## config.mk

```make
export PLATFORM = sky130hd
export DESIGN_NAME = ws2812b_rx
export DESIGN_NICKNAME = d
export VERILOG_FILES = /design/src/rtl/ws2812b_rx.sv
export SDC_FILE = /design/constraint.sdc
export NUM_CORES = 1
export LEC_CHECK = 0
export BUFFER_PORTS_ARGS = -buffer_cell sky130_fd_sc_hd__buf_2
export CORE_MARGIN = 2
export CORE_UTILIZATION = 48
export DETAILED_ROUTE_END_ITERATION = 7
export HOLD_SLACK_MARGIN = 0.08
export MAX_ROUTING_LAYER = met4
export PLACE_DENSITY_LB_ADDON = 0.08
export SYNTH_ARGS = -nofsm -noshare
export SYNTH_HDL_FRONTEND = slang
export SYNTH_SLANG_ARGS = --single-unit
export TNS_END_PERCENT = 5
```

## constraint.sdc

```tcl
create_clock -name clk -period 2.5 [get_ports clk]
set_clock_uncertainty 0.05 [all_clocks]
set_input_delay 0.25 -clock clk [delete_from_list [all_inputs] [get_ports clk]]
set_output_delay 0.25 -clock clk [all_outputs]
set_load 0.02 [all_outputs]
```

## src/rtl/ws2812b_rx.sv

```systemverilog
// WS2812B pixel receiver: waits for a RET, decodes one 24-bit GRB word from din, then forwards
// the remainder of the stream on dout the way a real LED in a daisy chain does.
module ws2812b_rx #(
    parameter int unsigned T_THRESH = 60,
    parameter int unsigned MIN_HIGH = 15,
    parameter int unsigned MAX_HIGH = 150,
    parameter int unsigned RET_CYC  = 5000
) (
    input  logic        clk,
    input  logic        reset,
    input  logic        din,
    output logic        dout,
    output logic [23:0] data,
    output logic        data_valid,
    output logic        ret_det,
    output logic        err,
    output logic        synced
);
    localparam int unsigned HW = $clog2(MAX_HIGH + 1);
    localparam int unsigned LW = $clog2(RET_CYC + 1);

    typedef enum logic [1:0] {StUnsync, StCapture, StForward} state_e;

    state_e        state;
    logic          din_m, din_s, din_d;
    logic [HW-1:0] hcnt, hcnt_nxt;
    logic [LW-1:0] lcnt, lcnt_nxt;
    logic [4:0]    bitcnt;
    logic [22:0]   shreg;
    logic [23:0]   word;
    logic          rise, fall, ret_hit, long_hit, bit_val, glitch;

    always_comb begin
        rise = din_s & ~din_d;
        fall = ~din_s & din_d;

        // A rise cycle already counts as the first high cycle, so hcnt equals the pulse width.
        hcnt_nxt = hcnt;
        if (rise) begin
            hcnt_nxt = HW'(1);
        end else if (din_s && hcnt != HW'(MAX_HIGH)) begin
            hcnt_nxt = hcnt + HW'(1);
        end

        lcnt_nxt = lcnt;
        if (fall) begin
            lcnt_nxt = LW'(1);
        end else if (!din_s && lcnt != LW'(RET_CYC)) begin
            lcnt_nxt = lcnt + LW'(1);
        end

        // Fire only on the transition into saturation, so one pulse per low / high period.
        ret_hit  = !din_s && (lcnt_nxt == LW'(RET_CYC)) && (fall || lcnt != LW'(RET_CYC));
        long_hit = din_s && (hcnt_nxt == HW'(MAX_HIGH)) && (rise || hcnt != HW'(MAX_HIGH));

        bit_val = (hcnt >= HW'(T_THRESH));
        glitch  = (hcnt < HW'(MIN_HIGH));
        word    = {shreg, bit_val};
    end

    always_ff @(posedge clk) begin
        if (!reset) begin
            state      <= StUnsync;
            din_m      <= 1'b0;
            din_s      <= 1'b0;
            din_d      <= 1'b0;
            hcnt       <= '0;
            lcnt       <= '0;
            bitcnt     <= '0;
            shreg      <= '0;
            dout       <= 1'b0;
            data       <= '0;
            data_valid <= 1'b0;
            ret_det    <= 1'b0;
            err        <= 1'b0;
            synced     <= 1'b0;
        end else begin
            din_m      <= din;
            din_s      <= din_m;
            din_d      <= din_s;
            hcnt       <= hcnt_nxt;
            lcnt       <= lcnt_nxt;
            data_valid <= 1'b0;
            ret_det    <= 1'b0;
            err        <= 1'b0;
            // Loading from din_m makes the registered dout equal din_s.
            dout       <= (state == StForward) ? din_m : 1'b0;

            if (ret_hit) begin
                ret_det <= 1'b1;
                synced  <= 1'b1;
                bitcnt  <= '0;
                shreg   <= '0;
                dout    <= 1'b0;
                state   <= StCapture;
                if (state == StCapture && bitcnt != '0) begin
                    err <= 1'b1;
                end
            end else if (long_hit && state != StUnsync) begin
                err    <= 1'b1;
                synced <= 1'b0;
                bitcnt <= '0;
                shreg  <= '0;
                dout   <= 1'b0;
                state  <= StUnsync;
            end else if (state == StCapture && fall) begin
                if (glitch) begin
                    err    <= 1'b1;
                    synced <= 1'b0;
                    bitcnt <= '0;
                    shreg  <= '0;
                    state  <= StUnsync;
                end else if (bitcnt == 5'd23) begin
                    data       <= word;
                    data_valid <= 1'b1;
                    bitcnt     <= '0;
                    shreg      <= '0;
                    dout       <= din_m;
                    state      <= StForward;
                end else begin
                    shreg  <= word[22:0];
                    bitcnt <= bitcnt + 5'd1;
                end
            end
        end
    end
endmodule
```

* Word level (Yosys, flattened, before mapping)
Cells that the tools add are included.
Storage, ports and cells: flip-flop bits (word level) 83, bits of input ports 3, output and inout bits 29, word-level logic and storage cells 88
Cells by class: add/sub/neg operators 3, magnitude comparators 2, eq/ne operators 7, mux-type cells 28, bitwise operators 9, reductions and logical operators 24
Operators with widths (number):
- $mux W23 | 2
- $mux W13 | 2
- $mux W1 | 18
- $mux W8 | 2
- $add A13 B1 Y13 const B | 1
- $eq A13 B13 Y1 const B | 1
- $ne A13 B13 Y1 const B | 1
- $mux W5 | 2
- $logic_and A1 B1 Y1 | 9
- $add A8 B1 Y8 const B | 1
- $eq A8 B8 Y1 const B | 1
- $ge A8 B6 Y1 const B | 1
- $lt A8 B4 Y1 const B | 1
- $ne A8 B8 Y1 const B | 1
- $not A1 Y1 | 7
- $reduce_and A2 Y1 | 3
- $reduce_bool A3 Y1 | 2
- $add A5 B1 Y5 const B | 1
- $eq A5 B5 Y1 const B | 1
- $reduce_and A5 Y1 | 1
- $reduce_bool A5 Y1 | 1
- $reduce_or A5 Y1 | 1
- $mux W2 | 2
- $reduce_bool A2 Y1 | 2
- other kinds (7) | 9

* Logic depth before layout (Yosys ltp)
word-level depth 10, gate-level depth with buffers 10, mapped depth without buffers 8

* Least setup slack after synthesis
OpenSTA, ideal clock, no wires.
path kind register to register, start point register lcnt[0], end point register shreg[10], setup time 144 ps, arrival time 2171 ps, data required time 2306 ps, slack 135 ps, cell stages (with the launch flop) 11, path buffers 3, period minus slack after synthesis 2365 ps, path through dfxtp_1 -> ha_1 -> buf_2 -> nand4_4 -> nor4_1 -> a31oi_1 -> a2111oi_4 -> and2_1 -> buf_6 -> buf_6 -> nor4_2
On the way: longest elaborated chain between the ends 8, elaborated cells between the ends (all ways) 10, those cells by class add/sub (1); eq/ne (2); mux (2); reduce/logical (5)
RTL lines:
- from (decl) | RTL line 27 | logic [LW-1:0] lcnt, lcnt_nxt;
- from (signal assigned) | RTL line 82 | lcnt <= lcnt_nxt;
- parallel branches: the longest is 6 deep, another holds $add A13 B1 Y13
- $logic_and A1 B1 Y1 (*) | RTL line 53 | ret_hit = !din_s && (lcnt_nxt == LW'(RET_CYC)) && (fall || lcnt != LW'(RET_CYC));
- $reduce_or A3 Y1 (no source line) (*)
- to (signal assigned) | RTL line 121 | shreg <= word[22:0];
- to (decl) | RTL line 29 | logic [22:0] shreg;
Mark *: on every way between the ends. A chain may end at the register's enable or synchronous reset.

* Worst setup path after layout
start point register lcnt[0], end point register shreg[4]
Same word-level chain as after synthesis.

==> impl_metrics.py <==
metrics = {
    "sta": {
        "fin_crit_sh": 0.955,
        "maxClockFrequency_mhz": 419,
        "slew_headroom": 0.669,
        "maxSlewViolCount": 0,
        "tns_ps": 0,
        "min_period_ps": 2390,
        "worst_slack_ps": 112,
        "hold_viol_final": 0,
        "setup_viol": 0,
        "worstMarginPinSlew_ps": 495,
        "rsz0062_at_grt": "true",
        "hold_ws_ps": 258,
    },
    "clocking": {
        "clkTransAtPathRegs_ps": 90,
        "cts_tree": "built",
        "cts.sinks": 83,
        "cts_buffers": 9,
        "cts_root_buf": "clkbuf_8",
        "cts_max_level": 3,
        "ctsLongestPathBuffers": 2,
        "cts_setup_buffers": 0,
        "clk_latency_ps": 350,
    },
    "layout": {
        "antenna_cells": 0,
        "fin_area_um2": 4510,
        "layout.cells.non_filler": 590,
        "drive_above_1_share": 0.214,
        "area_delta_synth_final_pct": 14.4,
        "fin_util": 0.557,
        "final_nets": 490,
        "layout_common_cells": "dfxtp_1, nand2_1, a21oi_1",
        "layout_commonest_cell": "dfxtp_1",
    },
    "critical_path": {
        "startpoint": "lcnt[0]",
        "cp-start-kind": "flip-flop",
        "crit_required_ps": 2700,
        "critPathMaxFanout": 11,
        "r2r-start": "lcnt[0]",
        "arrival_ps": 2590,
        "path_class": "reg2reg",
        "end_kind": "flip-flop",
    },
    "global_route": {
        "antenna_found_initial": 0,
        "grt_pass1_wl_um": 14200,
        "grt_max_degree": 28,
        "grt_pass1_vias": 2919,
        "grt_overflow": 0,
        "grt_usage": 0.206,
    },
    "detailed_routing": {
        "antenna_left": 0,
        "first_pass_iters": 4,
        "drc": 0,
        "totalWireLength_um": 8600,
        "post_drt_wl_per_cell_um": 14.6,
        "via_per_inst": 5.50,
        "drt_iter0_drc": 160,
        "vias": 3244,
    },
    "place": {
        "hpwl_um": 5960,
        "placement.io_buffers": 31,
        "dpl_worst_slack_ps": 98.8,
        "place_congestion": 0.890,
        "postPlaceCellArea_um2": 4260,
        "numPlacedInstances": 573,
    },
    "yosys": {
        "syn_inst": 445,
        "synth.distinct_cells": 58,
        "ys.flop_type": "dfxtp_1",
        "yosys_warnings": 0,
        "syn-cell-area_um2": 3940,
        "netlist.top_cell.by_area": "dfxtp_1",
        "netlist_top_cells_area": "dfxtp_1, nand2_1, nor4_2",
        "synth-edff-count": 0,
        "netlist.area_leader.share": 0.422,
        "syn_nets": 455,
        "ys_seq_area_frac": 0.422,
        "async_flop_share": 0,
        "yosys_register_bits": 83,
        "avgSynthCellArea_um2": 8.85,
    },
    "power_and_ir_drop": {
        "ir_worst_vdd_mv": 0.303,
        "leakagePower_nw": 1.63,
        "total_power_mw": 2.56,
        "power_per_cell_area_nw_per_um2": 567,
    },
    "worst_hold_path": {
        "min_from": "reset",
        "holdCritPathClass": "in2reg",
    },
    "die": {
        "core_um2": 8090,
        "start_util": 0.487,
        "die-area_um2": 8950,
        "die_x_um": 94.6,
        "std_cell_rows": 33,
        "die_y_um": 94.6,
        "ios": 32,
    },
    "run_status": {
        "outcome": "finished clean",
    },
    "run": {
        "cap_violations": 0,
    },
}
==> layer usage <==
metal  GRT usage  routed length [um]  share of wire  vias to the layer above
li1            -                   -              -                     1663
met1       0.286                4460           0.52                     1508
met2       0.311                3810           0.44                       65
met3      0.0287                 232          0.027                        8
met4      0.0652                  93          0.011                        0
met5           -                   0              0                        -
==> flip-flops by register name (all words and copies together), names as in the netlist <==
| signal | cells |
|---|---|
| din_m | 1 |
| ret_det | 1 |
| data | 24 |
| dout | 1 |
| din_s | 1 |
| shreg | 23 |
| lcnt | 13 |
| synced | 1 |
| state | 2 |
| din_d | 1 |
| hcnt | 8 |
| data_valid | 1 |
| bitcnt | 5 |
| err | 1 |
==> Yosys cell counts (3+ instances only) <==
cell type	n
a21oi_1	33
a22oi_1	24
a31oi_1	3
and2_1	8
and3_1	7
buf_2	5
buf_4	8
clkbuf_1	19
dfxtp_1	83
ha_1	7
inv_1	13
mux2i_1	3
nand2_1	69
nand2b_1	4
nand3_1	11
nand4b_1	5
nor2_1	28
nor2b_1	3
nor3_1	7
nor4_1	12
nor4_2	19
o211ai_1	3
o21ai_0	11
or3_1	4
xnor2_1	10
xor2_1	5
==> cells by family (layout without fill, tap and decap cells) <==
family	count (synthesis)	in the layout	share of synthesized area
AND/OR/NAND/NOR	191	191	0.285
multiplexers	3	3	0.00762
AO/OA/AOI/OAI	97	97	0.168
flip-flops	83	83	0.422
XOR/XNOR	15	15	0.0334
buffers and inverters	49	89	0.0626
adder cells (fa/ha/maj)	7	7	0.0222
==> power breakdown <==
part,internal (mW),switching [mW]
Sequential,1.33,0.0113
Clock,0.584,0.545
Combinational,0.0324,0.0553
==> path summary, 6_finish.rpt <==
| path | end | slack (ps) | cells past startpoint |
|---|---|---|---|
| setup / recovery | shreg[4] | 110 | 9 |
| hold / removal | state[0] | 260 | 2 |
| setup reg to reg | shreg[4] | 110 | 9 |
| hold reg to reg | data[18] | 410 | 2 |
==> timing repair <==
action,CTS,global route
hold endpoints to repair,1,0
setup endpoints to repair,0,8
hold buffers,1,0
gates resized for setup,0,2
==> final cells by class <==
cell class | count | area, um^2
Inverter | 13 | 48.8
Sequential cell | 83 | 1660
Fill cell | 792 | 3590
Tap cell | 105 | 131
Clock buffer | 9 | 124
Timing Repair Buffer | 60 | 400
Multi-Input combinational cell | 313 | 2030
Clock inverter | 7 | 108
==> critical path, stage by stage, from the launching register on <==
cell       delay, ps
dfxtp_1          420
ha_1             240
nand4_4           90
buf_4            170
o31a_1           290
a31oi_1          260
a2111oi_4        120
and2_1           220
buf_12           170
nor4_1           260
Note: power is estimated with default switching activity, not from simulation.
